File: config.mk
export PLATFORM = sky130hd
export DESIGN_NAME = load_store_unit_flat
export DESIGN_NICKNAME = d
export VERILOG_FILES = /design/src/rtl/load_store_unit_pkg.sv /design/src/rtl/load_store_unit_if.sv /design/src/rtl/load_store_unit_align.sv /design/src/rtl/load_store_unit.sv /design/src/flat_wrapper.sv
export SDC_FILE = /design/constraint.sdc
export NUM_CORES = 1
export LEC_CHECK = 0
export ABC_CLOCK_PERIOD_IN_PS = 2600
export CAP_MARGIN = 20
export CELL_PAD_IN_SITES_DETAIL_PLACEMENT = 1
export CELL_PAD_IN_SITES_GLOBAL_PLACEMENT = 1
export CORE_UTILIZATION = 30
export CTS_BUF_LIST = sky130_fd_sc_hd__clkbuf_4 sky130_fd_sc_hd__clkbuf_8 sky130_fd_sc_hd__clkbuf_16
export DETAILED_ROUTE_END_ITERATION = 10
export PLACE_DENSITY = 0.76
export SYNTH_ARGS = -nofsm -noshare
export SYNTH_HDL_FRONTEND = slang
export SYNTH_SLANG_ARGS = --single-unit
File: constraint.sdc
create_clock -name clk -period 2.6 [get_ports clk]
set_input_delay 0.65 -clock clk [delete_from_list [all_inputs] [get_ports clk]]
set_output_delay 0.65 -clock clk [all_outputs]
set_load 0.01 [all_outputs]
File: src/rtl/load_store_unit_pkg.sv
// ---------------------------------------------------------------------------
// lsu_pkg
//   Shared definitions for the load/store unit: RISC-V funct3 encodings for
//   the supported loads and stores, the LSU state type, and small helper
//   functions for byte-enable generation, legality and alignment checks.
//   No ports; imported by load_store_unit and lsu_align.
// ---------------------------------------------------------------------------
package lsu_pkg;

  // Load encodings
  localparam logic [2:0] F3_LB  = 3'd0;
  localparam logic [2:0] F3_LH  = 3'd1;
  localparam logic [2:0] F3_LW  = 3'd2;
  localparam logic [2:0] F3_LBU = 3'd4;
  localparam logic [2:0] F3_LHU = 3'd5;

  // Store encodings
  localparam logic [2:0] F3_SB  = 3'd0;
  localparam logic [2:0] F3_SH  = 3'd1;
  localparam logic [2:0] F3_SW  = 3'd2;

  typedef enum logic [1:0] {
    IDLE,
    BUS,
    RESP
  } lsu_state_t;

  // Byte enables for an access of the size encoded in funct3[1:0]
  // starting at byte lane addr_lo.
  function automatic logic [3:0] be_gen(input logic [2:0] funct3,
                                        input logic [1:0] addr_lo);
    logic [3:0] be;
    case (funct3[1:0])
      2'b00:   be = 4'b0001 << addr_lo;
      2'b01:   be = 4'b0011 << {addr_lo[1], 1'b0};
      default: be = 4'b1111;
    endcase
    return be;
  endfunction

  // Loads allow LB/LH/LW/LBU/LHU; stores allow SB/SH/SW only.
  function automatic logic is_legal(input logic store, input logic [2:0] funct3);
    logic ok;
    if (store) begin
      ok = (funct3 == F3_SB) || (funct3 == F3_SH) || (funct3 == F3_SW);
    end else begin
      ok = (funct3 == F3_LB)  || (funct3 == F3_LH)  || (funct3 == F3_LW) ||
           (funct3 == F3_LBU) || (funct3 == F3_LHU);
    end
    return ok;
  endfunction

  // Halfwords need addr[0]=0, words need addr[1:0]=0; bytes are always aligned.
  function automatic logic is_misaligned(input logic [2:0] funct3,
                                         input logic [1:0] addr_lo);
    logic mis;
    case (funct3[1:0])
      2'b01:   mis = addr_lo[0];
      2'b10:   mis = |addr_lo;
      default: mis = 1'b0;
    endcase
    return mis;
  endfunction

endpackage

File: src/rtl/load_store_unit_if.sv
// ---------------------------------------------------------------------------
// load_store_unit_if
//   Data-memory bus between the LSU and the memory.
//   mem_req   LSU -> mem   request, held until mem_ack
//   mem_we    LSU -> mem   write when 1
//   mem_addr  LSU -> mem   word-aligned address
//   mem_wdata LSU -> mem   store data replicated across lanes
//   mem_be    LSU -> mem   byte enables (4'b1111 on reads)
//   mem_ack   mem -> LSU   access complete, mem_rdata valid same cycle
//   mem_rdata mem -> LSU   read word
//   Modports: master (LSU side), slave (memory side).
// ---------------------------------------------------------------------------
interface load_store_unit_if #(
  parameter int ADDR_W = 32,
  parameter int DATA_W = 32
);

  logic              mem_req;
  logic              mem_we;
  logic [ADDR_W-1:0] mem_addr;
  logic [DATA_W-1:0] mem_wdata;
  logic [3:0]        mem_be;
  logic              mem_ack;
  logic [DATA_W-1:0] mem_rdata;

  modport master (
    output mem_req,
    output mem_we,
    output mem_addr,
    output mem_wdata,
    output mem_be,
    input  mem_ack,
    input  mem_rdata
  );

  modport slave (
    input  mem_req,
    input  mem_we,
    input  mem_addr,
    input  mem_wdata,
    input  mem_be,
    output mem_ack,
    output mem_rdata
  );

endinterface

File: src/rtl/load_store_unit_align.sv
// ---------------------------------------------------------------------------
// lsu_align
//   Purely combinational byte-lane steering for the LSU.
//   Store side: st_funct3/st_addr_lo/st_wdata -> st_be (byte enables) and
//               st_wdata_lane (store data replicated across the lanes).
//   Load side:  ld_funct3/ld_addr_lo/ld_word  -> ld_data (selected byte or
//               halfword, sign- or zero-extended; words pass unchanged).
//   Data width is fixed at 32 bits (4 byte lanes).
// ---------------------------------------------------------------------------
module lsu_align
  import lsu_pkg::*;
(
  input  logic [2:0]  st_funct3,
  input  logic [1:0]  st_addr_lo,
  input  logic [31:0] st_wdata,
  output logic [3:0]  st_be,
  output logic [31:0] st_wdata_lane,
  input  logic [2:0]  ld_funct3,
  input  logic [1:0]  ld_addr_lo,
  input  logic [31:0] ld_word,
  output logic [31:0] ld_data
);

  logic [31:0] ld_shifted;

  // Store steering: replicating the data means whichever lanes the byte
  // enables select already hold the right bytes, so no per-lane mux is needed.
  always_comb begin
    st_be = be_gen(st_funct3, st_addr_lo);
    case (st_funct3[1:0])
      2'b00:   st_wdata_lane = {4{st_wdata[7:0]}};
      2'b01:   st_wdata_lane = {2{st_wdata[15:0]}};
      default: st_wdata_lane = st_wdata;
    endcase
  end

  // Load extract: bring the addressed lane down to bit 0, then extend
  // according to the load flavour.
  always_comb begin
    ld_shifted = ld_word >> {ld_addr_lo, 3'b000};
    case (ld_funct3)
      F3_LB:   ld_data = {{24{ld_shifted[7]}},  ld_shifted[7:0]};
      F3_LH:   ld_data = {{16{ld_shifted[15]}}, ld_shifted[15:0]};
      F3_LBU:  ld_data = {24'd0, ld_shifted[7:0]};
      F3_LHU:  ld_data = {16'd0, ld_shifted[15:0]};
      default: ld_data = ld_shifted;
    endcase
  end

endmodule

File: src/rtl/load_store_unit.sv
// ---------------------------------------------------------------------------
// load_store_unit
//   Memory stage after the ALU: runs one byte-lane-aware load or store at a
//   time over a req/ack data bus and returns extended load data.
//   clk, reset       clock (rising edge), synchronous active-high reset
//   req_valid/ready  CPU request handshake (ready only while idle)
//   req_store        1=store, 0=load
//   req_funct3       RISC-V funct3 (LB/LH/LW/LBU/LHU, SB/SH/SW)
//   req_addr         effective address from the ALU
//   req_wdata        store data (rs2)
//   resp_valid       one-cycle completion pulse
//   resp_rdata       extended load data, 0 for stores and illegal ops
//   stall            hold the PC while a request is being taken or in flight
//   mem              data-memory bus (load_store_unit_if.master)
//   misaligned       only with LSU_MISALIGN_TRAP_EN: pulses with resp_valid
//                    when the access was rejected for misalignment
// Build option LSU_MISALIGN_TRAP_EN: when defined, misaligned halfword/word
//   accesses are rejected without a bus cycle; when undefined, the offending
//   low address bits are cleared and the access proceeds.
// DATA_W is fixed at 32.
// ---------------------------------------------------------------------------
module load_store_unit
  import lsu_pkg::*;
#(
  parameter int ADDR_W = 32,
  parameter int DATA_W = 32
) (
  input  logic              clk,
  input  logic              reset,
  input  logic              req_valid,
  output logic              req_ready,
  input  logic              req_store,
  input  logic [2:0]        req_funct3,
  input  logic [ADDR_W-1:0] req_addr,
  input  logic [DATA_W-1:0] req_wdata,
  output logic              resp_valid,
  output logic [DATA_W-1:0] resp_rdata,
  output logic              stall,
  load_store_unit_if.master mem
`ifdef LSU_MISALIGN_TRAP_EN
  ,
  output logic              misaligned
`endif
);

  lsu_state_t  state;
  logic        op_store;
  logic [2:0]  op_funct3;
  logic [1:0]  op_addr_lo;

  logic [1:0]  addr_lo_eff;
  logic        req_legal;
  logic [3:0]  st_be;
  logic [31:0] st_wdata_lane;
  logic [31:0] ld_data;

  // The CPU sees ready only in IDLE; stall covers the accept cycle and the
  // whole bus phase but drops in RESP so the CPU advances with resp_valid.
  always_comb begin
    req_ready = (state == IDLE);
    stall     = ((state == IDLE) && req_valid) || (state == BUS);
    req_legal = is_legal(req_store, req_funct3);
  end

`ifdef LSU_MISALIGN_TRAP_EN
  logic req_mis;

  // With the trap enabled the address is used as-is; misaligned requests
  // never reach the bus.
  always_comb begin
    addr_lo_eff = req_addr[1:0];
    req_mis     = is_misaligned(req_funct3, req_addr[1:0]);
  end
`else
  // Without the trap, the low bits a halfword or word cannot use are cleared
  // so the access silently lands on the aligned location.
  always_comb begin
    case (req_funct3[1:0])
      2'b01:   addr_lo_eff = {req_addr[1], 1'b0};
      2'b10:   addr_lo_eff = 2'b00;
      default: addr_lo_eff = req_addr[1:0];
    endcase
  end
`endif

  lsu_align u_align (
    .st_funct3     (req_funct3),
    .st_addr_lo    (addr_lo_eff),
    .st_wdata      (req_wdata),
    .st_be         (st_be),
    .st_wdata_lane (st_wdata_lane),
    .ld_funct3     (op_funct3),
    .ld_addr_lo    (op_addr_lo),
    .ld_word       (mem.mem_rdata),
    .ld_data       (ld_data)
  );

  // Control FSM. Bus outputs are loaded once at accept time and held
  // untouched through BUS, which keeps them stable until the ack cycle.
  // An ack outside BUS is simply not looked at, and reset returns to IDLE
  // so a late ack after reset is dropped too.
  always_ff @(posedge clk) begin
    if (reset) begin
      state         <= IDLE;
      op_store      <= 1'b0;
      op_funct3     <= 3'd0;
      op_addr_lo    <= 2'd0;
      resp_valid    <= 1'b0;
      resp_rdata    <= '0;
      mem.mem_req   <= 1'b0;
      mem.mem_we    <= 1'b0;
      mem.mem_addr  <= '0;
      mem.mem_wdata <= '0;
      mem.mem_be    <= 4'b0000;
`ifdef LSU_MISALIGN_TRAP_EN
      misaligned    <= 1'b0;
`endif
    end else begin
      case (state)
        IDLE: begin
          resp_valid <= 1'b0;
          if (req_valid) begin
            op_store   <= req_store;
            op_funct3  <= req_funct3;
            op_addr_lo <= addr_lo_eff;
            if (!req_legal) begin
              state      <= RESP;
              resp_valid <= 1'b1;
              resp_rdata <= '0;
`ifdef LSU_MISALIGN_TRAP_EN
            end else if (req_mis) begin
              state      <= RESP;
              resp_valid <= 1'b1;
              resp_rdata <= '0;
              misaligned <= 1'b1;
`endif
            end else begin
              state         <= BUS;
              mem.mem_req   <= 1'b1;
              mem.mem_we    <= req_store;
              mem.mem_addr  <= {req_addr[ADDR_W-1:2], 2'b00};
              mem.mem_be    <= req_store ? st_be : 4'b1111;
              mem.mem_wdata <= st_wdata_lane;
            end
          end
        end
        BUS: begin
          if (mem.mem_ack) begin
            state       <= RESP;
            mem.mem_req <= 1'b0;
            mem.mem_we  <= 1'b0;
            resp_valid  <= 1'b1;
            resp_rdata  <= op_store ? '0 : ld_data;
          end
        end
        RESP: begin
          state      <= IDLE;
          resp_valid <= 1'b0;
`ifdef LSU_MISALIGN_TRAP_EN
          misaligned <= 1'b0;
`endif
        end
        default: begin
          state      <= IDLE;
          resp_valid <= 1'b0;
        end
      endcase
    end
  end

endmodule

File: src/flat_wrapper.sv
// flat-port wrapper written by rule: the top's interface ports become plain ports
module load_store_unit_flat import lsu_pkg::*;
#(
  parameter int ADDR_W = 32,
  parameter int DATA_W = 32
)
  (clk, reset, req_valid, req_ready, req_store, req_funct3, req_addr, req_wdata, resp_valid, resp_rdata, stall, mem_mem_req, mem_mem_we, mem_mem_addr, mem_mem_wdata, mem_mem_be, mem_mem_ack, mem_mem_rdata);
  load_store_unit_if #(.ADDR_W(ADDR_W), .DATA_W(DATA_W)) mem_i ();
  input  logic clk;
  input  logic reset;
  input  logic req_valid;
  output logic req_ready;
  input  logic req_store;
  input  logic [2:0] req_funct3;
  input  logic [ADDR_W-1:0] req_addr;
  input  logic [DATA_W-1:0] req_wdata;
  output logic resp_valid;
  output logic [DATA_W-1:0] resp_rdata;
  output logic stall;
  output wire logic [$bits(mem_i.mem_req)-1:0] mem_mem_req;
  output wire logic [$bits(mem_i.mem_we)-1:0] mem_mem_we;
  output wire logic [$bits(mem_i.mem_addr)-1:0] mem_mem_addr;
  output wire logic [$bits(mem_i.mem_wdata)-1:0] mem_mem_wdata;
  output wire logic [$bits(mem_i.mem_be)-1:0] mem_mem_be;
  input wire logic [$bits(mem_i.mem_ack)-1:0] mem_mem_ack;
  input wire logic [$bits(mem_i.mem_rdata)-1:0] mem_mem_rdata;
  assign mem_mem_req = mem_i.mem_req;
  assign mem_mem_we = mem_i.mem_we;
  assign mem_mem_addr = mem_i.mem_addr;
  assign mem_mem_wdata = mem_i.mem_wdata;
  assign mem_mem_be = mem_i.mem_be;
  assign mem_i.mem_ack = mem_mem_ack;
  assign mem_i.mem_rdata = mem_mem_rdata;
  load_store_unit #(.ADDR_W(ADDR_W), .DATA_W(DATA_W)) u_core (.clk(clk), .reset(reset), .req_valid(req_valid), .req_ready(req_ready), .req_store(req_store), .req_funct3(req_funct3), .req_addr(req_addr), .req_wdata(req_wdata), .resp_valid(resp_valid), .resp_rdata(resp_rdata), .stall(stall), .mem(mem_i));
endmodule
# Yosys cells after proc, flatten, opt, wreduce, memory -nomap -nowiden
# Index checks and enable logic that the tools add are counted.
word_totals:
  reg_bits: 109
  latch_bits: 0
  ramBits: 0
  rom_bits: 0
  inputBits: 104
  mem_count: 0
classes:
  n_addsub: 0
  mul: 0
  div: 0
  order_cmp: 0
  n_eq_ne: 14
  shifts: 3
  muxes: 26
  bitwise_logic: 0
  n_reduce_logical: 16
op_table:
  columns: ["operator", "n"]
  rows:
  - ["32-bit 2-to-1 mux", 4]
  - ["32-bit one-hot mux with 2 select lines", 2]
  - ["32-bit one-hot mux with 4 select lines", 1]
  - ["32-bit by 5-bit >> shifter with 32-bit output", 1]
  - ["3-bit equality test (second input constant)", 4]
  - ["1-bit 2-to-1 mux", 9]
  - ["2-bit one-hot mux with 2 select lines", 2]
  - ["4-bit one-hot mux with 2 select lines", 1]
  - ["4-bit AND reduction", 2]
  - ["3-bit by 1-bit equality test with 1-bit output (second input constant)", 2]
  - ["3-bit logical NOT", 2]
  - ["2-bit 2-to-1 mux", 3]
  - ["2-bit != test (second input constant)", 3]
  - ["1-bit one-hot mux with 2 select lines", 3]
  - ["1-bit logical OR", 5]
  - ["2-bit by 1-bit equality test with 1-bit output (second input constant)", 2]
  - ["2-bit logical NOT", 2]
  - ["4-bit 2-to-1 mux", 1]
  - ["2-bit AND reduction", 2]
  - ["1-bit by 2-bit left shift with 4-bit output (first input constant)", 1]
  - ["2-bit by 2-bit left shift with 4-bit output (first input constant)", 1]
  - ["3-bit by 2-bit equality test with 1-bit output (second input constant)", 1]
  - ["3-bit AND reduction", 1]
  - ["2-bit equality test (second input constant)", 1]
  - ["other kinds (3)", 3]

# Logic depth before layout (Yosys ltp)
# Gate-level depths: netlist of the first run.
logic_depth:
  ltp_word: 9
  depth_mapped: 8

# Hierarchy
# A second synthesis of the first run with hierarchy kept.
hier_totals:
  cells_unflattened: 580
  hier_area_um2: 5260.0
by_module_without_submodules:
  columns: ["module", "n_inst", "cells_each", "area_each_um2", "seq_area_each_um2"]
  rows:
  - ["load_store_unit", 1, 413, 4111.4, 2182.1]
  - ["lsu_align", 1, 167, 1148.6, 0.0]

# Worst setup path after synthesis of the first run
# OpenSTA, ideal clock, no wires.
synth_path:
  path_kind: "input to register"
  startpoint: "input port req_funct3[1]"
  endpoint: "register u_core.mem.mem_be[0]"
  setup_ns: 0.155
  t_arrival_ns: 1.956
  t_required_ns: 2.445
  setup_slack_ns: 0.488
  cell_stages: 6
  path_buffers: 1
  path_cell_list: "inv_1 -> ha_1 -> clkbuf_1 -> nor2_1 -> nor4b_1 -> a311oi_1"
synth_between:
  elab_chain_cells: 7
synth_rtl:
  columns: ["item", "line_no", "rtl"]
  rows:
  - ["from (decl)", "flat_wrapper.sv:14", "input logic [2:0] req_funct3;"]
  - ["branches (longest 7 deep; another with 2-bit by 2-bit left shift with 4-bit output)", null, null]
  - ["to (signal assigned)", "load_store_unit.sv:142", "mem.mem_be <= req_store ? st_be : 4'b1111;"]
  - ["to (decl)", "load_store_unit_if.sv:31", "output mem_be,"]
# Parallel ways; which one is timed is not known.
# A chain may end at the register's enable or synchronous reset.

# Worst setup path after layout of the first run
layout_path:
  startpoint: "input port req_funct3[0]"
  endpoint: "register u_core.resp_valid"
layout_between:
  elab_chain_cells: 9
layout_rtl:
  columns: ["item", "line_no", "rtl"]
  rows:
  - ["3-bit by 1-bit equality test with 1-bit output or 3-bit logical NOT (tied branches)", "load_store_unit_pkg.sv:45, load_store_unit_pkg.sv:47", null]
  - ["1-bit logical OR (2 in series)", "load_store_unit_pkg.sv:45, load_store_unit_pkg.sv:47", null]
  - ["1-bit logical OR", "load_store_unit_pkg.sv:47", "ok = (funct3 == F3_LB) || (funct3 == F3_LH) || (funct3 == F3_LW) ||"]
  - ["1-bit logical OR", "load_store_unit_pkg.sv:48", "(funct3 == F3_LBU) || (funct3 == F3_LHU);"]
  - ["1-bit 2-to-1 mux (*)", "load_store_unit_pkg.sv:44", "if (store) begin"]
  - ["1-bit 2-to-1 mux (*)", "load_store_unit.sv:126", "if (!req_legal) begin"]
  - ["1-bit 2-to-1 mux (*)", "load_store_unit.sv:122", "if (req_valid) begin"]
  - ["1-bit one-hot mux with 2 select lines (*)", "load_store_unit.sv:119", "case (state)"]
  - ["to (signal assigned)", "load_store_unit.sv:121", "resp_valid <= 1'b0;"]
  - ["to (signal assigned)", "load_store_unit.sv:128", "resp_valid <= 1'b1;"]
  - ["to (signal assigned)", "load_store_unit.sv:152", "resp_valid <= 1'b1;"]
  - ["to (decl)", "load_store_unit.sv:36", "output logic resp_valid,"]
# Mark *: on every way between the ends. The rest lies on a longest branch, timed or not.

==> results.py, run 1 <==
metrics = {
    "finish": {
        "drive_gt1_share_pct": 8.32,
        "nNetsFinal": 871,
        "layout.filler_cells": 1816,
        "finalCoreUtilization_pct": 48.0,
        "antennaDiodeCount": 0,
        "syn2layout_area_growth_pct": 56.6,
    },
    "clocking": {
        "cts_buffers": 9,
        "cts.htree.levels": 3,
        "clkSinkCount": 109,
        "clk_pin_slew_worst_paths_ns": 0.07,
        "clockBufferDepth": 2,
        "clkLatencyLatePin_ns": 0.35,
        "clock_tree.root_cell": "sky130_fd_sc_hd__clkbuf_16",
        "tritoncts": "yes",
    },
    "power_and_ir_drop": {
        "switching_power_uw": 1120,
        "power_frac_clock_pct": 35.8,
        "ir_worst_vdd_v": 0.000369,
        "netSwitchingFraction_pct": 26.6,
        "intPower_uw": 3090,
        "power_density_nw_per_um2": 554,
        "power_uw": 4210,
        "power.sequential.fraction_pct": 43.0,
        "power.combinational.fraction_pct": 21.2,
        "power.leakage_uw": 0.00270,
    },
    "route": {
        "route.final.wire_length_um": 17100,
        "drt-wirelength-per-cell_um": 17.3,
        "route.antenna.remaining_nets": 0,
        "drt_drc_violations_left": 0,
        "via_count": 4959,
        "count_of_routing_violations_after_the_opening_detailed_route_iteration": 185,
        "detail_route.first_pass.iterations": 6,
        "route.detailed.vias_per_inst": 5.03,
    },
    "run_status": {
        "outcome": "complete, no violations",
    },
    "floorplanning": {
        "floorplan.initialDensity_pct": 30.6,
        "floorplan.core_area_sq_um": 15800,
        "die-area_sq_um": 16700,
        "floorplan.rows": 46,
        "dieHeight_um": 129,
        "pin_count": 209,
        "chipWidth_um": 129,
    },
    "setup_path": {
        "startpoint_type": "primary input",
        "maximum_fanout_encountered_on_the_critical_timing_path": 4,
        "critical-path-slowest-cell": "sky130_fd_sc_hd__or3b_2",
        "timing.setup.critical_path_class": "primary input to flip-flop",
        "critPathRequiredTime_ns": 2.86,
        "critPathCaptureType": "flip-flop",
        "path_delay_family": "buffers and inverters",
        "critical_path.max_stage_delay_ns": 0.51,
        "wp_buf_inv": 3,
        "worstPathCellList": "clkdlybuf4s50_1 > inv_1 > ha_1 > o21bai_2 > buf_4 > a21oi_1 > or3b_2 > a211oi_1",
        "worst-endpoint-arrival_ns": 2.75,
    },
    "sta": {
        "setup_ws_ns": 0.107,
        "post-route-min-period_ns": 2.49,
        "timing.final.max_slew_violations": 0,
        "timing_worst_slew_pin_value_ns": 0.889,
        "achievable_frequency_mhz": 401,
        "maxSlewHeadroom_pct": 40.8,
        "setup_viol": 0,
        "post-route-period-util_pct": 95.9,
        "final_hold_fails": 0,
        "clock_tree_skew_after_final_layout_ns": 0.00428,
        "setup_total_negative_slack_ns": 0,
    },
    "synth": {
        "synth_most_common_cell": "sky130_fd_sc_hd__nand2_1",
        "synth_common_cells": "122 x sky130_fd_sc_hd__nand2_1, 109 x sky130_fd_sc_hd__dfxtp_1, 56 x sky130_fd_sc_hd__a21oi_1",
        "async_flop_share_pct": 0,
        "syn-cell-area_sq_um": 4850,
        "synthTopCellsByArea": "sky130_fd_sc_hd__dfxtp_1 45%, sky130_fd_sc_hd__nand2_1 9.4%, sky130_fd_sc_hd__a21oi_1 5.8%, sky130_fd_sc_hd__mux2i_1 3.9%, sky130_fd_sc_hd__a22o_1 3.1%",
        "synthDominantAreaCellType": "sky130_fd_sc_hd__dfxtp_1",
        "yosys_warnings": 0,
        "syn_inst": 567,
        "synth.distinct_cells": 41,
        "synth.avg_cell_area_sq_um": 8.55,
        "synth_seq_cells": 109,
        "synth_top_area_share_pct": 45.0,
        "synth_seq_area_share_pct": 45.0,
        "synth_ff_type": "sky130_fd_sc_hd__dfxtp_1",
        "synth-edff-count": 0,
    },
    "place": {
        "pre_cts_slack_ns": -0.376,
        "dpl.hpwl_um": 12700,
        "port_buffer_cells": 206,
        "gp_routability_congestion": 0.786,
    },
    "global_routing": {
        "grt_pass1_wl_um": 26800,
        "largest_net_degree_at_the_start_of_global_routing": 76,
        "number_of_antenna_violations_at_the_first_check_in_global_routing": 0,
        "global_route.usage.total_pct": 20.6,
        "grt_pass1_vias": 5152,
        "grt.overflow.total": 0,
    },
    "worst_hold_path": {
        "min_path_type": "flip-flop to flip-flop",
    },
    "flow_run": {
        "max_cap_violation_count": 0,
    },
}
==> state kept, by name, indices dropped and copies added (netlist names) <==
register	cells
u_core.resp_rdata	32
u_core.mem.mem_req	1
u_core.mem.mem_we	1
u_core.op_store	1
u_core.op_addr_lo	2
u_core.mem.mem_be	4
u_core.op_funct3	3
u_core.state	2
u_core.resp_valid	1
u_core.mem.mem_addr	30
u_core.mem.mem_wdata	32
==> cell usage in the layout, fill, tap and decap left out, types with 2 or more instances in the layout <==
cell type                         count
sky130_fd_sc_hd__nor2b_1              9
sky130_fd_sc_hd__clkbuf_16            9
sky130_fd_sc_hd__nand3_1              2
sky130_fd_sc_hd__clkdlybuf4s50_1    204
sky130_fd_sc_hd__nor3_1               9
sky130_fd_sc_hd__o2bb2ai_1           16
sky130_fd_sc_hd__nand3b_1             3
sky130_fd_sc_hd__buf_12               7
sky130_fd_sc_hd__a21oi_1             56
sky130_fd_sc_hd__dfxtp_1            109
sky130_fd_sc_hd__a211o_1              8
sky130_fd_sc_hd__ha_1                 3
sky130_fd_sc_hd__clkinv_2             2
sky130_fd_sc_hd__mux2i_1             19
sky130_fd_sc_hd__o21ai_0             27
sky130_fd_sc_hd__nand2_1            122
sky130_fd_sc_hd__a311oi_1             9
sky130_fd_sc_hd__a211oi_2             6
sky130_fd_sc_hd__nor3_2               2
sky130_fd_sc_hd__nor2_1              36
sky130_fd_sc_hd__or3b_2               2
sky130_fd_sc_hd__a22o_1              17
sky130_fd_sc_hd__a2bb2oi_1            8
sky130_fd_sc_hd__inv_1                5
sky130_fd_sc_hd__nor4b_1              2
sky130_fd_sc_hd__conb_1               2
sky130_fd_sc_hd__a32o_1               7
sky130_fd_sc_hd__bufinv_16            2
sky130_fd_sc_hd__a21o_1               8
sky130_fd_sc_hd__a211oi_1            15
sky130_fd_sc_hd__buf_4               24
==> worst paths after layout <==
kind                                              from                     end  slack, ns  cells after the start
worst min-delay path            u_core.mem.mem_addr[4]  u_core.mem.mem_addr[4]       0.46                      2
worst min register to register  u_core.mem.mem_addr[4]  u_core.mem.mem_addr[4]       0.46                      2
worst max register to register    u_core.op_addr_lo[0]   u_core.resp_rdata[26]       0.61                      3
worst max-delay path                     req_funct3[0]       u_core.resp_valid       0.11                      8
==> cell families (layout without fill, tap and decap cells) <==
kind of cell / Yosys count / in the layout / synth area share [%]
simple gates: 194 / 194 / 16.9
other cells: 1 / 2 / 0.0774
buf+inv: 57 / 258 / 5.70
compound gates: 183 / 183 / 27.1
flops: 109 / 109 / 45.0
fa+ha+maj: 3 / 3 / 0.774
mux: 20 / 20 / 4.39
==> per-layer routing <==
| layer | track usage, % | routed length, um |
|---|---|---|
| met5 | 0 | 0 |
| met4 | 7.06 | 274 |
| met3 | 5.90 | 1230 |
| met2 | 36.3 | 8420 |
| met1 | 23.8 | 7150 |
==> final cells by class <==
cell class                 instances  area, sq um  area share (%)
clock buffer                      10          239            3.15
clock inverter                     6         86.3            1.14
inverter                           5         18.8           0.247
multi-input combinational        402         2410            31.8
sequential                       109         2180            28.8
tap                              216          270            3.56
timing repair buffer             237         2380            31.4
==> worst min-delay path, cell delays in order (launching register included) <==
cell                      delay [ns]
sky130_fd_sc_hd__dfxtp_1        0.31
sky130_fd_sc_hd__nand2_1        0.05
sky130_fd_sc_hd__a21oi_1        0.05
==> per-stage QoR <==
| step | cells | cell area, sq um | hold WS (ns) |
|---|---|---|---|
| floorplan | 568 | 4850 | 0.446 |
| global placement | 968 | 7230 | 0.443 |
| detailed placement | 968 | 7230 | 0.449 |
| CTS | 984 | 7570 | 0.461 |
| global route | 985 | 7590 | 0.474 |
| finish | 985 | 7590 | 0.457 |
==> power by group through the flow <==
stage          logic, uW  clock network, uW  registers (uW)
2_1_floorplan        382                  0            1870
3_3_place_gp         859                  0            1840
3_5_place_dp         885                  0            1850
4_1_cts              893               1540            1810
5_1_grt              966               1620            1820
6_report             892               1510            1810
==> what timing repair did <==
action	in CTS	in global routing
resized for setup	2	1
hold buffers	0	0
setup buffers	0	1
pin swaps	0	1
endpoints found under the setup margin	1	5
Note: power is estimated with default switching activity, not from simulation.
==> run 2, diff against run 1 <==
--- a/config.mk
+++ b/config.mk
@@ -9,10 +9,11 @@
 export CAP_MARGIN = 20
 export CELL_PAD_IN_SITES_DETAIL_PLACEMENT = 1
 export CELL_PAD_IN_SITES_GLOBAL_PLACEMENT = 1
-export CORE_UTILIZATION = 30
+export CORE_UTILIZATION = 32
 export CTS_BUF_LIST = sky130_fd_sc_hd__clkbuf_4 sky130_fd_sc_hd__clkbuf_8 sky130_fd_sc_hd__clkbuf_16
 export DETAILED_ROUTE_END_ITERATION = 10
-export PLACE_DENSITY = 0.76
+export PLACE_DENSITY = 0.77
 export SYNTH_ARGS = -nofsm -noshare
 export SYNTH_HDL_FRONTEND = slang
+export SYNTH_HIERARCHICAL = 1
 export SYNTH_SLANG_ARGS = --single-unit
==> results.py, run 2 <==
metrics = {
    "sta": {
        "post-route-min-period_ns": 2.48,
        "timing.final.max_slew_violations": 0,
        "hold_slack_ns": 0.460,
        "setup_total_negative_slack_ns": 0,
        "maxSlewHeadroom_pct": 48.4,
        "timing_worst_slew_pin_value_ns": 0.772,
        "setup_viol": 0,
        "grt_setup_unrepaired": "no",
        "final_hold_fails": 0,
        "achievable_frequency_mhz": 403,
        "clock_tree_skew_after_final_layout_ns": 0.00713,
        "post-route-period-util_pct": 95.4,
    },
    "clocking": {
        "clkLatencyLatePin_ns": 0.36,
        "clockBufferDepth": 2,
        "tritoncts": "yes",
        "cts_buffers": 9,
        "clkSinkCount": 109,
        "cts_hold_buffers": 0,
        "clock_tree.root_cell": "sky130_fd_sc_hd__clkbuf_16",
        "clk_pin_slew_worst_paths_ns": 0.08,
        "cts.htree.levels": 3,
        "post_cts.resized_instances": 0,
        "cts_post_setup_buffers_inserted": 0,
    },
    "route": {
        "via_count": 4827,
        "route.antenna.remaining_nets": 0,
        "route.detailed.vias_per_inst": 4.91,
        "drt-wirelength-per-cell_um": 17.8,
        "drt_drc_violations_left": 0,
        "detail_route.first_pass.iterations": 4,
        "route.final.wire_length_um": 17500,
        "count_of_routing_violations_after_the_opening_detailed_route_iteration": 198,
    },
    "finish": {
        "antennaDiodeCount": 0,
        "final-instance-count-excl-fill": 983,
        "layout_commonest_cell": "sky130_fd_sc_hd__clkdlybuf4s50_1",
        "layout.filler_cells": 1814,
        "nNetsFinal": 869,
        "drive_gt1_share_pct": 8.21,
        "postLayoutCellArea_sq_um": 7810,
        "syn2layout_area_growth_pct": 48.5,
        "layout_top_registers": "u_core/mem.mem_wdata (32), u_core/resp_rdata (32), u_core/mem.mem_addr (30)",
        "multi_input_area_sq_um": 2760,
        "sequential_area_sq_um": 2180,
        "mostFrequentLayoutCells": "206 x sky130_fd_sc_hd__clkdlybuf4s50_1, 153 x sky130_fd_sc_hd__nand2_1, 109 x sky130_fd_sc_hd__dfxtp_1, 96 x sky130_fd_sc_hd__mux2i_1, 32 x sky130_fd_sc_hd__a22o_1",
    },
    "global_routing": {
        "grt.overflow.total": 0,
        "largest_net_degree_at_the_start_of_global_routing": 129,
        "grt_pass1_vias": 5137,
        "global_route.usage.total_pct": 20.5,
        "number_of_antenna_violations_at_the_first_check_in_global_routing": 0,
        "grt_pass1_wl_um": 26600,
    },
    "synth": {
        "synth_most_common_cell": "sky130_fd_sc_hd__nand2_1",
        "synth-edff-count": 0,
        "synth_ff_type": "sky130_fd_sc_hd__dfxtp_1",
        "yosys.area_share.simple_pct": 16.0,
        "synthDominantAreaCellType": "sky130_fd_sc_hd__dfxtp_1",
        "synth_seq_cells": 109,
        "syn-cell-area_sq_um": 5260,
        "yosys.area_share.adder_pct": 0.714,
        "async_flop_share_pct": 0,
        "synthTopCellsByArea": "sky130_fd_sc_hd__dfxtp_1 41%, sky130_fd_sc_hd__mux2i_1 18%, sky130_fd_sc_hd__nand2_1 11%, sky130_fd_sc_hd__a22o_1 5.3%, sky130_fd_sc_hd__mux2_2 3.4%",
        "synth.distinct_cells": 38,
        "main_combinational_cell_family_by_area_after_synthesis": "multiplexers",
        "syn_inst": 580,
        "synth_common_cells": "153 x sky130_fd_sc_hd__nand2_1, 109 x sky130_fd_sc_hd__dfxtp_1, 96 x sky130_fd_sc_hd__mux2i_1",
        "yosys_warnings": 6,
        "synth_top_area_share_pct": 41.5,
        "synth_seq_area_share_pct": 41.5,
        "area_share_of_xor_xnor_cells_in_the_synthesized_design_pct": 0,
        "synth_compound_gate_area_share_pct": 13.6,
        "post_synth_mux_area_share_pct": 21.7,
        "synth.avg_cell_area_sq_um": 9.07,
    },
    "floorplanning": {
        "floorplan.rows": 46,
        "die-area_sq_um": 17000,
        "chipWidth_um": 130,
        "pin_count": 209,
        "dieHeight_um": 130,
        "floorplan.initialDensity_pct": 33.0,
        "floorplan.core_area_sq_um": 15900,
    },
    "place": {
        "gp_routability_congestion": 0.838,
        "dpl.hpwl_um": 13100,
        "port_buffer_cells": 206,
        "placedCellCount": 967,
        "postPlaceCellArea_sq_um": 7500,
    },
    "setup_path": {
        "critical_path.max_stage_delay_ns": 0.56,
        "worstPathCellList": "clkdlybuf4s50_1 > nor2_1 > nor2_1 > clkdlybuf4s50_1",
        "worst-endpoint-arrival_ns": 1.83,
        "ff2ff_path_depth": 6,
        "register_to_register_path_setup_slack_ns": 0.53,
        "worst_setup_path_start": "req_valid",
        "maximum_fanout_encountered_on_the_critical_timing_path": 2,
        "critPathRequiredTime_ns": 1.95,
        "startpoint_type": "primary input",
        "critPathCaptureType": "output pin",
        "timing.setup.critical_path_class": "primary input to output pin",
        "worst_reg2reg_startpoint": "u_core/op_addr_lo[0]",
        "worstReg2RegEnd": "u_core/resp_rdata[19]",
        "critical-path-slowest-cell": "sky130_fd_sc_hd__clkdlybuf4s50_1",
    },
    "power_and_ir_drop": {
        "power_density_nw_per_um2": 543,
        "ir_worst_vdd_v": 0.000341,
        "power_uw": 4240,
        "power.leakage_uw": 0.00293,
    },
    "worst_hold_path": {
        "min_path_type": "flip-flop to flip-flop",
        "hold_sp": "u_core/mem.mem_addr[15]",
        "min_path_cells": 2,
        "hold_end": "u_core/mem.mem_addr[15]",
    },
    "flow_run": {
        "max_cap_violation_count": 0,
    },
    "run_status": {
        "outcome": "complete, no violations",
    },
}
-- run 2: layout make-up --
class	instances	area share, %
Tap cell	216	3.46
Inverter	7	0.352
Timing Repair Buffer	223	28.9
Sequential cell	109	27.9
Clock inverter	6	0.977
Clock buffer	10	3.06
Multi-Input combinational cell	412	35.3
-- run 2: metal layers --
layer | vias to the layer above | wire length (um) | track usage, %
li1 | 2332 | - | -
met4 | 0 | 203 | 6.36
met5 | - | 0 | 0
met1 | 2302 | 6990 | 22.6
met3 | 13 | 1810 | 7.91
met2 | 180 | 8490 | 36.1
-- run 2: worst max-delay path by stage --
| stage | end |
|---|---|
| global placement | u_core/mem.mem_addr[13] |
| floorplan | u_core/mem.mem_addr[10] |
| finish | stall |
| global route | stall |
| CTS | stall |
| detailed placement | u_core/mem.mem_addr[24] |
-- run 2: kinds of logic after synthesis --
group	after synthesis
fa+ha+maj	3
other cells	1
flops	109
compound gates	90
mux	112
simple gates	205
buf+inv	60
-- run 2: report_power, final --
group	internal [uW]	switching (uW)
combinational	502	448
sequential	1760	57.7
clock	794	682
-- run 2: worst max-delay path, delay by kind of cell --
kind | cells | cell delay (ns)
buf+inv | 2 | 1.04
simple gates | 2 | 0.15
-- run 2: per-stage QoR --
step	setup WS [ns]	util (%)
after global routing	0.0748	49.0
final	0.120	49.0
after global placement	0.0535	46.9
after detailed placement	-0.0337	47.0
after CTS	0.120	49.0
after floorplan	0.636	-
==> run 3, diff against run 2 <==
--- a/config.mk
+++ b/config.mk
@@ -5,11 +5,12 @@
 export SDC_FILE = /design/constraint.sdc
 export NUM_CORES = 1
 export LEC_CHECK = 0
-export ABC_CLOCK_PERIOD_IN_PS = 2600
+export ABC_CLOCK_PERIOD_IN_PS = 2500
 export CAP_MARGIN = 20
-export CELL_PAD_IN_SITES_DETAIL_PLACEMENT = 1
-export CELL_PAD_IN_SITES_GLOBAL_PLACEMENT = 1
-export CORE_UTILIZATION = 32
+export CELL_PAD_IN_SITES_DETAIL_PLACEMENT = 2
+export CELL_PAD_IN_SITES_GLOBAL_PLACEMENT = 2
+export CORE_MARGIN = 3
+export CORE_UTILIZATION = 25
 export CTS_BUF_LIST = sky130_fd_sc_hd__clkbuf_4 sky130_fd_sc_hd__clkbuf_8 sky130_fd_sc_hd__clkbuf_16
 export DETAILED_ROUTE_END_ITERATION = 10
 export PLACE_DENSITY = 0.77
==> constraint.sdc (replaced) <==
create_clock -name clk -period 2.5 [get_ports clk]
set_input_delay 0.625 -clock clk [delete_from_list [all_inputs] [get_ports clk]]
set_output_delay 0.625 -clock clk [all_outputs]
set_load 0.01 [all_outputs]
==> results.py, run 3 (synthesized netlist as in run 2, its figures left out) <==
metrics = {
    "global_routing": {
        "grt_pass1_vias": 5429,
        "grt_pass1_wl_um": 30200,
        "global_route.usage.total_pct": 16.9,
        "number_of_antenna_violations_at_the_first_check_in_global_routing": 0,
        "grt.overflow.total": 0,
        "largest_net_degree_at_the_start_of_global_routing": 59,
    },
    "sta": {
        "maxSlewHeadroom_pct": 53.4,
        "post-route-period-util_pct": 92.1,
        "timing_worst_slew_pin_value_ns": 0.697,
        "hold_slack_ns": 0.465,
        "clock_tree_skew_after_final_layout_ns": 0.00717,
        "timing.final.max_slew_violations": 0,
        "post-route-min-period_ns": 2.30,
        "setup_ws_ns": 0.198,
        "achievable_frequency_mhz": 434,
        "setup_total_negative_slack_ns": 0,
        "grt_setup_unrepaired": "no",
        "final_hold_fails": 0,
        "setup_viol": 0,
    },
    "route": {
        "drt_drc_violations_left": 0,
        "route.detailed.vias_per_inst": 4.63,
        "via_count": 4832,
        "count_of_routing_violations_after_the_opening_detailed_route_iteration": 125,
        "drt-wirelength-per-cell_um": 18.7,
        "route.antenna.remaining_nets": 0,
        "detail_route.first_pass.iterations": 4,
        "route.final.wire_length_um": 19600,
    },
    "clocking": {
        "clockBufferDepth": 2,
        "cts_buffers": 9,
        "clkLatencyLatePin_ns": 0.36,
        "clk_pin_slew_worst_paths_ns": 0.07,
        "clock_tree.root_cell": "sky130_fd_sc_hd__clkbuf_16",
        "cts.htree.levels": 3,
        "clkSinkCount": 109,
        "tritoncts": "yes",
    },
    "finish": {
        "antennaDiodeCount": 0,
        "nNetsFinal": 876,
        "syn2layout_area_growth_pct": 51.0,
        "layout.filler_cells": 2259,
        "layout_commonest_cell": "sky130_fd_sc_hd__clkdlybuf4s50_1",
        "drive_gt1_share_pct": 9.04,
        "final-instance-count-excl-fill": 1044,
        "mostFrequentLayoutCells": "205 x sky130_fd_sc_hd__clkdlybuf4s50_1, 153 x sky130_fd_sc_hd__nand2_1, 109 x sky130_fd_sc_hd__dfxtp_1, 96 x sky130_fd_sc_hd__mux2i_1, 32 x sky130_fd_sc_hd__a22o_1",
        "layout_top_registers": "u_core/mem.mem_wdata (32), u_core/resp_rdata (32), u_core/mem.mem_addr (30)",
    },
    "place": {
        "gp_routability_congestion": 0.789,
        "port_buffer_cells": 206,
        "pre_cts_slack_ns": -0.168,
        "placedCellCount": 1028,
        "dpl.hpwl_um": 15200,
    },
    "floorplanning": {
        "floorplan.initialDensity_pct": 25.7,
        "pin_count": 209,
        "floorplan.core_area_sq_um": 20400,
        "chipWidth_um": 151,
        "floorplan.rows": 52,
        "die-area_sq_um": 22800,
        "dieHeight_um": 151,
    },
    "setup_path": {
        "critPathRequiredTime_ns": 2.74,
        "critPathCaptureType": "flip-flop",
        "startpoint_type": "primary input",
        "worst-endpoint-arrival_ns": 2.55,
        "timing.setup.critical_path_class": "primary input to flip-flop",
        "maximum_fanout_encountered_on_the_critical_timing_path": 16,
    },
    "run_status": {
        "outcome": "complete, no violations",
    },
    "worst_hold_path": {
        "min_path_type": "flip-flop to flip-flop",
    },
    "power_and_ir_drop": {
        "power_uw": 4430,
        "ir_worst_vdd_v": 0.000306,
        "power_density_nw_per_um2": 558,
        "power.leakage_uw": 0.00297,
    },
    "flow_run": {
        "max_cap_violation_count": 0,
    },
}
## run 3: cell types whose count changed in the layout (fill, tap and decap cells not counted)
cell	previous run	this run
sky130_fd_sc_hd__buf_4	11	17
sky130_fd_sc_hd__buf_12	5	7
sky130_fd_sc_hd__dlymetal6s2s_1	0	1
sky130_fd_sc_hd__clkinvlp_4	0	1
sky130_fd_sc_hd__inv_8	1	0
sky130_fd_sc_hd__clkdlybuf4s50_1	206	205
sky130_fd_sc_hd__inv_6	3	2
sky130_fd_sc_hd__clkinv_2	1	2
sky130_fd_sc_hd__buf_8	1	0
## run 3: worst max-delay path, stage by stage
cell and delay [ns]:
sky130_fd_sc_hd__clkdlybuf4s50_1 0.43, sky130_fd_sc_hd__mux2i_1 0.27, sky130_fd_sc_hd__mux2i_1 0.14, sky130_fd_sc_hd__o211ai_2 0.58, sky130_fd_sc_hd__o21ai_0 0.24, sky130_fd_sc_hd__a22o_1 0.26
## run 3: worst paths after layout
path,cells after the start,slack [ns],end,start
min,2,0.46,u_core/mem.mem_wdata[26],u_core/mem.mem_wdata[26]
max reg2reg,5,0.36,u_core/resp_rdata[20],u_core/op_addr_lo[0]
max,6,0.20,u_core/resp_rdata[20],mem_mem_rdata[23]
min reg2reg,2,0.46,u_core/mem.mem_wdata[26],u_core/mem.mem_wdata[26]
## run 3: metal layers
layer	vias to the layer above	track usage, %	share of wire, %
li1	2348	-	-
met3	16	8.14	9.7
met4	0	3.54	0.93
met2	165	28.5	48
met5	-	0	0
met1	2303	19.6	42
## run 3: through the flow
stage          util [%]  instance area, sq um
3_3_place_gp       37.4                  7630
6_report           38.9                  7950
2_1_floorplan         -                  5260
4_1_cts            38.9                  7940
5_1_grt            38.9                  7950
3_5_place_dp       37.4                  7630
## run 3: power by group
group / leakage (uW) / internal [uW] / switching [uW] / total (uW)
sequential: 0.000887 / 1830 / 64.4 / 1890
combinational: 0.00194 / 536 / 481 / 1020
clock: 0.000149 / 814 / 708 / 1520
total: 0.00297 / 3180 / 1250 / 4430
## run 3: repair_timing
item	4_1_cts	5_1_grt
gates resized for setup	0	1
buffers inserted	0	0
hold buffers	0	0
setup endpoints to repair	0	1
## run 3: cell type report
type	instances	area [sq um]	share of cell area, %
clock buffer	10	239	3.01
sequential	109	2180	27.5
timing repair buffer	230	2330	29.4
inverter	7	27.5	0.346
tap	270	338	4.25
multi-input combinational	412	2760	34.7
clock inverter	6	68.8	0.866
==> patch 1: new RTL, settings of run 1 <==
`ADDR_W` is set to 32 in 3 places; all go to 28.
--- a/src/rtl/load_store_unit_if.sv
+++ b/src/rtl/load_store_unit_if.sv
@@ -11,7 +11,7 @@
 //   Modports: master (LSU side), slave (memory side).
 // ---------------------------------------------------------------------------
 interface load_store_unit_if #(
-  parameter int ADDR_W = 32,
+  parameter int ADDR_W = 28,
   parameter int DATA_W = 32
 );
 
--- a/src/rtl/load_store_unit.sv
+++ b/src/rtl/load_store_unit.sv
@@ -22,7 +22,7 @@
 module load_store_unit
   import lsu_pkg::*;
 #(
-  parameter int ADDR_W = 32,
+  parameter int ADDR_W = 28,
   parameter int DATA_W = 32
 ) (
   input  logic              clk,
--- a/src/flat_wrapper.sv
+++ b/src/flat_wrapper.sv
@@ -1,7 +1,7 @@
 // flat-port wrapper written by rule: the top's interface ports become plain ports
 module load_store_unit_flat import lsu_pkg::*;
 #(
-  parameter int ADDR_W = 32,
+  parameter int ADDR_W = 28,
   parameter int DATA_W = 32
 )
   (clk, reset, req_valid, req_ready, req_store, req_funct3, req_addr, req_wdata, resp_valid, resp_rdata, stall, mem_mem_req, mem_mem_we, mem_mem_addr, mem_mem_wdata, mem_mem_be, mem_mem_ack, mem_mem_rdata);
Ports: changed (resized mem_mem_addr and req_addr); port bits go from 209 to 201. No check against the original RTL was run, so the function may have changed too.
==> patch 1 against run 1 <==
- total power decreased by 5.9%
- sequential cell count is 4 lower
- maximum frequency grew 1.4%
- global-route usage is 0.23 points higher
- sequential power fell by 3%
- routed wire length down 3.7%
- area after synthesis shrank 4.2%
- worst setup slack improved by 36 ps
- cell area shrank 5.0%
- critical path type unchanged
- highest routed layer unchanged
==> patch 1: results (changes against run 1) <==
run status - completed
Post-synth top cells - nand2_1 (114), dfxtp_1 (105), a21oi_1 (52)
number of distinct standard cells referenced by the synthesized netlist - 40 (-2.4%)
top flip-flop cell by instance count after synthesis - dfxtp_1
detailed-router iteration count before antenna repair - 4 (-2)
worst slew slack as a fraction of its limit - 0.578 (+0.171)
via count of the first global-routing pass - 5125 (-0.52%)
largest cells by area after synthesis - dfxtp_1 (45%), nand2_1 (9.2%), a21oi_1 (5.6%)
number of antenna violations at the first check in global routing - 0 (unchanged)
startpoint of the worst hold path - u_core.mem.mem_wdata[1]$_SDFFE_PP0P_
Final #Nets - 836 (-4.0%)
switching power of the nets - 1.07 mW (-5.0%)
Clk Tree Root Cell - clkbuf_16
total placed cells including tap cells - 910 (-6.0%)
HPWL reported at the end of detailed placement - 12200 um (-3.9%)
Fin Hold WS - 454 ps (-3.77 ps)
gpl congestion - 0.835 (+6.3%)
largest net degree at the start of global routing - 51 (-33%)
overall via count from detail_route - 4762 (-4.0%)
setup slack on the worst flop-to-flop path - 550 ps (-60 ps)
Worst R2R End - u_core.mem.mem_be[0]$_SDFFE_PP0P_
Setup Buffers After CTS - 0 (unchanged)
skew final - 8.43 ps (+4.15 ps)
launch point of the worst reg-to-reg path - u_core.state[1]$_SDFFE_PP0P_
static power due to leakage - 2.57 nW (-4.8%)
IR Drop Worst-Case VDD - 273 uV (-26%)
number of DRC markers after the initial detailed-route iteration - 149 (-19%)
Fill cells - 1733 (-4.6%)
drt wl/cell - 17.8 um (+2.5%)
worst hold path endpoint - u_core.mem.mem_wdata[1]$_SDFFE_PP0P_
fraction of registers with async set or reset after synthesis - 0 (unchanged)
wire length of the first global-routing pass - 26300 um (-2.0%)
routed wire length - 16500 um (-3.7%)
register area share after synthesis - 0.453 (+0.00253)
input/output buffers - 198 (-3.9%)
count of mapped cells out of synthesis - 549 (-3.2%)
CP max FO - 19 (+15)
share of post-route cells with drive strength above 1 - 0.0691 (-0.0141)
R2R depth - 5 (+2)
registers with the highest flip-flop counts - u_core.mem.mem_wdata: 32 flops, u_core.resp_rdata: 32 flops, u_core.mem.mem_addr: 26 flops
global-route usage over all layers - 0.208 (+0.00229)
Worst EP arrival - 2700 ps (-50 ps)
==> patch 1: cell families after synthesis <==
family / count (synthesis) / share of synthesized area
DFF: 105 / 0.453
muxes: 20 / 0.0458
and+or+nand+nor: 186 / 0.170
other: 1 / 0.000808
buffers and inverters: 55 / 0.0512
AOI/OAI and AO/OA: 179 / 0.271
adders and majority gates: 3 / 0.00808
==> patch 1: routing by layer <==
layer | vias to the layer above | track usage | wire length (um)
met2 | 150 | 0.367 | 7860
met3 | 12 | 0.0793 | 1550
li1 | 2315 | - | -
met5 | - | 0 | 0
met4 | 0 | 0.0780 | 279
met1 | 2285 | 0.227 | 6760
==> patch 1: area by class of cell <==
type                       instances  share of cell area
multi-input combinational        390               0.322
timing repair buffer             222               0.310
sequential                       105               0.292
clock buffer                      15              0.0401
tap                              188              0.0326
inverter                           5             0.00260
clock inverter                     1             0.00121
==> patch 1: power by group through the flow <==
stage / clock network (mW) / logic (mW) / registers [mW]
2_1_floorplan: 0 / 0.358 / 1.80
3_3_place_gp: 0 / 0.822 / 1.78
3_5_place_dp: 0 / 0.844 / 1.78
4_1_cts: 1.40 / 0.850 / 1.75
5_1_grt: 1.45 / 0.918 / 1.75
6_report: 1.37 / 0.844 / 1.75
==> patch 1: repair_timing <==
item / CTS / global route
resized for setup: 0 / 3
endpoints found under the setup margin: 0 / 3
endpoints found under the hold margin: 0 / 0
==> patch 1: metrics by stage <==
step	util	setup TNS, ps	instance area [um2]	setup slack [ps]
2_1_floorplan	-	0	4650	409
3_3_place_gp	0.456	-2590	6900	-111
3_5_place_dp	0.456	-10110	6900	-226
4_1_cts	0.475	0	7200	48.9
5_1_grt	0.476	0	7210	15.9
6_report	0.476	0	7210	143
==> patch 1: critical path, cell delays in order <==
cell and delay, ps:
clkdlybuf4s50_1 520, or3b_1 460, a211oi_4 510, buf_12 220
nor2_1 60, a311oi_1 280
==> patch 1: worst max path at each step <==
stage,from,to,slack (ps),cells after the start
2_1_floorplan,req_funct3[0],u_core.resp_rdata[14]$_SDFFE_PP0P_,410,7
3_3_place_gp,req_funct3[1],u_core.resp_rdata[11]$_SDFFE_PP0P_,-110,8
3_5_place_dp,req_funct3[1],u_core.mem.mem_be[0]$_SDFFE_PP0P_,-230,9
4_1_cts,req_valid,stall,50,4
5_1_grt,req_valid,u_core.mem.mem_wdata[20]$_SDFFE_PP0P_,20,6
6_report,req_valid,u_core.mem.mem_be[0]$_SDFFE_PP0P_,140,6
==> patch 2: new RTL, settings of run 1 <==
Without the edit above. Make the reset (`reset`) asynchronous in one clocked block. Comments in the files are not updated.
--- a/src/rtl/load_store_unit.sv
+++ b/src/rtl/load_store_unit.sv
@@ -99,7 +99,7 @@
   // untouched through BUS, which keeps them stable until the ack cycle.
   // An ack outside BUS is simply not looked at, and reset returns to IDLE
   // so a late ack after reset is dropped too.
-  always_ff @(posedge clk) begin
+  always_ff @(posedge clk or posedge reset) begin
     if (reset) begin
       state         <= IDLE;
       op_store      <= 1'b0;
Formal check against the unedited RTL: differs if reset is asserted again (counterexample within 4 cycles, from zero or initial values and one cycle with reset high); with reset held inactive, the same outputs for 4 cycles.
==> patch 2 against run 1 <==
- cell area is 3.6% higher
- register-to-register slack lost 70 ps
- sequential cell count unchanged
- worst setup slack worse by 0.70 ps
- area after synthesis up 4.7%
- routed wire length is 1.6% lower
- clock skew grew 3.4 ps
Power is not compared: it rests on default switching activity, and its combinational part moved more than twofold at a synthesized area within 25%.
==> patch 2: results (changes against run 1) <==
post-route non-filler standard cell count - 877 (-11%)
Final #Nets - 759 (-13%)
Met1 Wirelength - 6650 um (-7.1%)
setup slack on the worst flop-to-flop path - 540 ps (-70 ps)
skew final - 7.70 ps (+3.42 ps)
fraction of the mapped netlist area in compound gates - 0.160 (-0.112)
fraction of registers with async set or reset after synthesis - 1.00 (+1.00)
CP max FO - 3 (-1)
Worst R2R End - u_core.mem.mem_addr[26]$_DFFE_PP0P_
Hold Path Stages - 1 (-1)
worst-case setup slack after placement - -264 ps (+112 ps)
HPWL reported at the end of detailed placement - 12700 um (+0.17%)
data-path buffer share of cell area in the final layout - 0.301 (-0.0121)
share of the clock period used by the worst path - 0.959 (about the same)
fraction of synthesized area in multiplexers - 0.163 (+0.119)
routed wire length - 16800 um (-1.6%)
post-synthesis share of cell area spent on xor and xnor gates - 0.00173 (+0.00173)
Post-synth top cells - dfrtp_1 (109), mux2_2 (43), nor2_1 (42)
met3 WL - 1710 um (+39%)
count of mapped cells out of synthesis - 437 (-23%)
startpoint of the worst hold path - u_core.mem.mem_req$_DFFE_PP0P_
GR Layer Usage met2 - 0.331 (-0.0321)
number of distinct standard cells referenced by the synthesized netlist - 44 (+7.3%)
global routing met3 resource utilization - 0.0788 (+0.0198)
number of gates resized after CTS - 0 (-2)
met1 Track Usage GR - 0.230 (-0.00842)
adder and majority cell fraction of the synthesized area - 0.00739 (-0.000349)
run status - completed
global-route usage over all layers - 0.200 (-0.00618)
patch 2: changes by cell type in the layout (fill, tap and decap cells not counted), sizes merged, moves of 13 or more:
| cell | run 1 | this run |
|---|---|---|
| mux2i | 19 | 32 |
| dfxtp | 109 | 0 |
| nand2 | 122 | 29 |
| dfrtp | 0 | 109 |
| a21oi | 56 | 28 |
| a22o | 17 | 1 |
| a22oi | 0 | 16 |
| a211oi | 22 | 2 |
| mux2 | 0 | 43 |
patch 2: stage by stage:
stage,setup TNS (ps),instance area [um2],power [mW]
floorplan,0,5080,3.84
global placement,-9450,7550,5.39
detailed placement,-18250,7550,5.51
CTS,0,7860,7.01
global route,0,7860,7.31
finish,0,7860,6.92
patch 2: report_power, final:
part / switching (mW) / internal (mW)
sequential: 0.350 / 2.24
combinational: 1.23 / 1.64
clock: 0.668 / 0.781
patch 2: worst max-delay path, cell delays in order:
cell,delay (ps)
clkdlybuf4s50_1,500
nor2_1,50
nor2_1,100
clkdlybuf4s50_1,540
